`src/rtl/rx_byte_deframer.sv`:
```
// rtl/rx_byte_deframer.sv - COMMA lock, SOF/EOF frame extraction and 8-deep payload FIFO
module rx_byte_deframer #(
    parameter int          LOCK_COUNT = 4,
    parameter int          LOSS_COUNT = 8,
    parameter logic [7:0]  COMMA      = 8'hBC,
    parameter logic [7:0]  SOF        = 8'hFB,
    parameter logic [7:0]  EOF        = 8'hFD
) (
    input  logic       clk_2f,
    input  logic       reset,
    input  logic [7:0] data_in,
    input  logic       valid_in,
    input  logic       ready_in,
    output logic [7:0] data_out,
    output logic       last_out,
    output logic       valid_out,
    output logic       locked,
    output logic       frame_err,
    output logic       overflow,
    output logic [3:0] fifo_count
);

    localparam logic [3:0] LOCK_N = LOCK_COUNT[3:0];
    localparam logic [3:0] LOSS_N = LOSS_COUNT[3:0];

    typedef enum logic [1:0] {
        UNLOCKED = 2'd0,
        LOCKED   = 2'd1,
        IN_FRAME = 2'd2
    } state_t;

    state_t      state, state_nxt;
    logic [3:0]  comma_cnt, comma_nxt;
    logic [3:0]  loss_cnt, loss_nxt;
    logic [7:0]  hold, hold_nxt;
    logic        hold_valid, hold_valid_nxt;
    logic        push;
    logic [8:0]  push_word;
    logic        err_nxt;

    logic [8:0]  mem [8];
    logic [2:0]  wr_ptr, rd_ptr;
    logic [3:0]  count;
    logic        full, pop, push_ok;

    always_ff @(posedge clk_2f) begin
        if (!reset) state <= UNLOCKED;
        else        state <= state_nxt;
    end

    always_comb begin
        state_nxt      = state;
        comma_nxt      = comma_cnt;
        loss_nxt       = loss_cnt;
        hold_nxt       = hold;
        hold_valid_nxt = hold_valid;
        push           = 1'b0;
        push_word      = 9'd0;
        err_nxt        = 1'b0;
        if (valid_in) begin
            loss_nxt = 4'd0;
            case (state)
                UNLOCKED: begin
                    if (data_in == COMMA) begin
                        if (comma_cnt + 4'd1 == LOCK_N) begin
                            state_nxt = LOCKED;
                            comma_nxt = 4'd0;
                        end else begin
                            comma_nxt = comma_cnt + 4'd1;
                        end
                    end else begin
                        comma_nxt = 4'd0;
                    end
                end
                LOCKED: begin
                    if (data_in == SOF) begin
                        state_nxt      = IN_FRAME;
                        hold_valid_nxt = 1'b0;
                    end else if (data_in != COMMA) begin
                        err_nxt = 1'b1;
                    end
                end
                IN_FRAME: begin
                    if (data_in == SOF) begin
                        err_nxt        = 1'b1;
                        hold_valid_nxt = 1'b0;
                    end else if (data_in == EOF) begin
                        state_nxt      = LOCKED;
                        hold_valid_nxt = 1'b0;
                        if (hold_valid) begin
                            push      = 1'b1;
                            push_word = {1'b1, hold};
                        end else begin
                            err_nxt = 1'b1;
                        end
                    end else if (data_in != COMMA) begin
                        // One-byte lag lets EOF tag the final byte as last
                        if (hold_valid) begin
                            push      = 1'b1;
                            push_word = {1'b0, hold};
                        end
                        hold_nxt       = data_in;
                        hold_valid_nxt = 1'b1;
                    end
                end
                default: state_nxt = UNLOCKED;
            endcase
        end else if (state != UNLOCKED) begin
            if (loss_cnt + 4'd1 == LOSS_N) begin
                state_nxt      = UNLOCKED;
                loss_nxt       = 4'd0;
                comma_nxt      = 4'd0;
                hold_valid_nxt = 1'b0;
                err_nxt        = (state == IN_FRAME);
            end else begin
                loss_nxt = loss_cnt + 4'd1;
            end
        end
    end

    assign full    = (count == 4'd8);
    assign pop     = valid_out && ready_in;
    assign push_ok = push && (!full || pop);

    always_ff @(posedge clk_2f) begin
        if (!reset) begin
            comma_cnt  <= 4'd0;
            loss_cnt   <= 4'd0;
            hold       <= 8'd0;
            hold_valid <= 1'b0;
            frame_err  <= 1'b0;
            overflow   <= 1'b0;
            wr_ptr     <= 3'd0;
            rd_ptr     <= 3'd0;
            count      <= 4'd0;
            for (int i = 0; i < 8; i++) mem[i] <= 9'd0;
        end else begin
            comma_cnt  <= comma_nxt;
            loss_cnt   <= loss_nxt;
            hold       <= hold_nxt;
            hold_valid <= hold_valid_nxt;
            frame_err  <= err_nxt;
            if (push && !push_ok) overflow <= 1'b1;
            if (push_ok) begin
                mem[wr_ptr] <= push_word;
                wr_ptr      <= wr_ptr + 3'd1;
            end
            if (pop) rd_ptr <= rd_ptr + 3'd1;
            case ({push_ok, pop})
                2'b10:   count <= count + 4'd1;
                2'b01:   count <= count - 4'd1;
                default: count <= count;
            endcase
        end
    end

    assign data_out   = mem[rd_ptr][7:0];
    assign last_out   = mem[rd_ptr][8];
    assign valid_out  = (count != 4'd0);
    assign fifo_count = count;
    assign locked     = (state != UNLOCKED);

endmodule

```
`config.mk`:
```
export PLATFORM = sky130hd
export DESIGN_NAME = rx_byte_deframer
export DESIGN_NICKNAME = d
export VERILOG_FILES = /design/src/rtl/rx_byte_deframer.sv
export SDC_FILE = /design/constraint.sdc
export NUM_CORES = 1
export LEC_CHECK = 0
export BUFFER_PORTS_ARGS = -buffer_cell sky130_fd_sc_hd__buf_2
export CAP_MARGIN = 20
export CORE_MARGIN = 2
export CORE_UTILIZATION = 30
export CTS_CLUSTER_SIZE = 28
export DETAILED_ROUTE_END_ITERATION = 7
export HOLD_SLACK_MARGIN = 0.02
export PLACE_DENSITY = 0.45
export SETUP_SLACK_MARGIN = 0.05
export SLEW_MARGIN = 30
export SYNTH_ARGS = -nofsm -noshare
export SYNTH_HDL_FRONTEND = slang
export SYNTH_SLANG_ARGS = --single-unit
```
`constraint.sdc`:
```
create_clock -name clk_2f -period 3.3 [get_ports clk_2f]
set_input_delay 0.33 -clock clk_2f [delete_from_list [all_inputs] [get_ports clk_2f]]
set_output_delay 0.33 -clock clk_2f [all_outputs]
set_load 0.05 [all_outputs]
```
==> impl_metrics.py <==
metrics = {
    "outcome": {
        "status": "finished, final reports clean",
    },
    "placed_design": {
        "dp.cells": 675,
        "place_hpwl_mm": 8.39,
        "place_area_mm2": 0.00554,
        "place.gp.congestion": 0.774,
        "port_buffers": 28,
        "dpl_worst_slack_ns": 0.435,
    },
    "power": {
        "power.density_mw_per_mm2": 465,
        "power.total_mw": 2.72,
        "p_leak_nw": 2.00,
        "peakVddDrop_v": 0.000232,
    },
    "timing": {
        "rsz0062_at_grt": "false",
        "slew_headroom_pct": 56.2,
        "timing.final.ws_setup_ns": 0.684,
        "timing.fmax_mhz": 382,
        "setup_viol": 0,
        "fin_crit_ns": 2.62,
        "hold_viol": 0,
        "worst_hold_slack_ns": 0.242,
        "finalCritPeriodShare_pct": 79.3,
        "worst_pin_slew_ns": 0.651,
        "slew_viol_final": 0,
        "finalSetupTns_ns": 0,
        "fin_worst_skew_ns": 0.0152,
    },
    "synth": {
        "synth_ff_type": "edfxtp_1",
        "muxShareOfSynthArea_pct": 13.2,
        "synthCells": 428,
        "syn-cell-area_mm2": 0.00507,
        "synth_simple_gate_area_share_pct": 18.0,
        "ys_seq_elements": 106,
        "yosys.area.top_type": "edfxtp_1",
        "synth_top_area_share_pct": 42.7,
        "async_flop_share_pct": 0,
        "synth_edf_count": 72,
        "avgSynthCellArea_um2": 11.8,
        "seq_area_frac_synth_pct": 56.1,
        "synthXorXnorAreaFrac_pct": 1.21,
        "synth_cell_types": 51,
        "synth_top_family_by_area": "simple AND/OR/NAND/NOR gates",
        "synth_area_leaders": "edfxtp_1, dfxtp_1, mux4_2",
        "yosys_warnings": 0,
        "synth_compound_area_share_pct": 6.32,
        "syn_nets": 451,
        "synth_fa_ha_area_share_pct": 2.86,
    },
    "setup_path": {
        "reg2reg_setup_slack_ns": 0.68,
        "critPathTopFamily": "simple AND/OR/NAND/NOR gates",
        "crit_chain": "inv_1 -> ha_1 -> and3_1 -> o21ai_1 -> nor3_4 -> nand2_1 -> o21ai_0 -> buf_4",
        "max_stage_delay_ns": 0.41,
        "required_ns": 3.36,
        "cp.arrival_ns": 2.68,
        "path_max_fanout": 12,
        "critPathKind": "flop to flop",
        "slowest_stage": "o21ai_0",
        "crit_buf_inv": 2,
        "end_kind": "flop",
        "critPathLaunchType": "flop",
    },
    "run": {
        "max_cap_viol_count": 0,
    },
    "cells_and_area": {
        "drive_gt1_share_pct": 20.8,
        "final_util_pct": 35.5,
        "instances_no_fill": 691,
        "diodes": 0,
        "fillCellCount": 1594,
        "final_common_cell": "nor2_1",
        "finalNetCount": 489,
        "syn_to_final_growth_pct": 15.6,
        "layout_common_cells": "nor2_1, edfxtp_1, nand2_1, dfxtp_1, buf_2",
        "final_area_mm2": 0.00586,
    },
    "global_routing": {
        "gr-total-overflow": 0,
        "grtUsageTotal_pct": 13.8,
        "antenna_found_initial": 0,
        "grt_pass1_vias": 3366,
        "grt_start_max_net_pins": 24,
        "grt_pass1_wl_mm": 19.1,
    },
    "detailed_routing": {
        "totalWireLength_mm": 11.4,
        "via_count": 3272,
        "dr.first_iter.drc_count": 177,
        "drc": 0,
        "drt_first_pass_iters": 4,
        "vias_per_cell": 4.74,
        "postRouteAntennaNets": 0,
        "post_drt_wl_per_cell_um": 16.6,
    },
    "die": {
        "core_mm2": 0.0165,
        "rows": 47,
        "die-area_mm2": 0.0180,
        "chipWidth_um": 134,
        "die_h_um": 134,
        "io_pins": 29,
        "start_util_pct": 30.7,
    },
    "clock_network": {
        "ctsHoldBuffers": 0,
        "clock_sinks": 106,
        "post_cts_buffers": 0,
        "root_buffer": "clkbuf_16",
        "cts_made_buffers": 9,
        "worstSkewPairLatency_ns": 0.36,
        "cts-resized-gates": 0,
        "h-tree-depth": 3,
        "clk_pin_slew_ns": 0.08,
        "clock_path_buffers": 2,
        "cts_tree": "yes",
    },
    "min_path": {
        "worstHoldPathType": "primary input to flop",
    },
}
## worst register-to-register path, cell delays in order, from the launching register on
cell	delay, ns
dfxtp_1	0.33
inv_1	0.10
ha_1	0.28
and3_1	0.28
o21ai_1	0.15
nor3_4	0.36
nand2_1	0.19
o21ai_0	0.41
buf_4	0.25
## power breakdown
part           switching, mW  internal [mW]
logic                 0.0758         0.0410
clock network          0.529          0.609
registers             0.0121           1.46
## state kept, by name (all words and copies together) (netlist names), 2 cells and up, named ones only
signal / flops
state: 2
mem: 72
fifo_count: 4
wr_ptr: 3
comma_cnt: 4
hold: 8
rd_ptr: 3
loss_cnt: 4
## layout make-up
class / count / area [um^2] / area share (%)
inverter: 11 / 41.3 / 0.705
clock buffer: 9 / 225 / 3.84
tap: 220 / 275 / 4.70
sequential: 106 / 2840 / 48.5
multi-input combinational: 292 / 2110 / 36.0
clock inverter: 7 / 91.3 / 1.56
timing repair buffer: 46 / 275 / 4.70
## kinds of logic after synthesis
| family | after synthesis |
|---|---|
| compound gates | 46 |
| xor+xnor | 7 |
| fa+ha+maj | 11 |
| buf+inv | 30 |
| flops | 106 |
| mux | 43 |
| simple gates | 185 |
## cell usage after synthesis (5+ instances only)
cell type and n:
nor2_1 73, edfxtp_1 72, dfxtp_1 34, nand2_1 34, and2_1 24, mux4_2 18
mux2i_1 16, clkbuf_1 11, inv_1 11, nand3_1 11, a21oi_1 10, ha_1 10
mux2_2 9, nand2b_1 9, o21ai_0 9, nor3_1 6, and3_1 5, buf_2 5
## path summary, 6_finish.rpt
kind         cells after the start                   from                 endpoint
min                              3             data_in[3]     hold[3]$_SDFFE_PN0P_
max                              8  state[0]$_SDFFE_PN0P_  mem[3][2]$_SDFFCE_PN0P_
max reg2reg                      8  state[0]$_SDFFE_PN0P_  mem[3][2]$_SDFFCE_PN0P_
min reg2reg                      2  state[0]$_SDFFE_PN0P_    state[0]$_SDFFE_PN0P_
## per-layer routing
layer / GRT usage [%] / wire length, um / share of wire (%) / vias up
met5: 0 / 0 / 0 / -
met4: 3.78 / 176 / 1.5 / 0
met1: 18.9 / 5560 / 49 / 1573
li1: - / - / - / 1628
met3: 2.95 / 355 / 3.1 / 15
met2: 22.3 / 5360 / 47 / 56
Note: power is estimated with default switching activity, not from simulation.
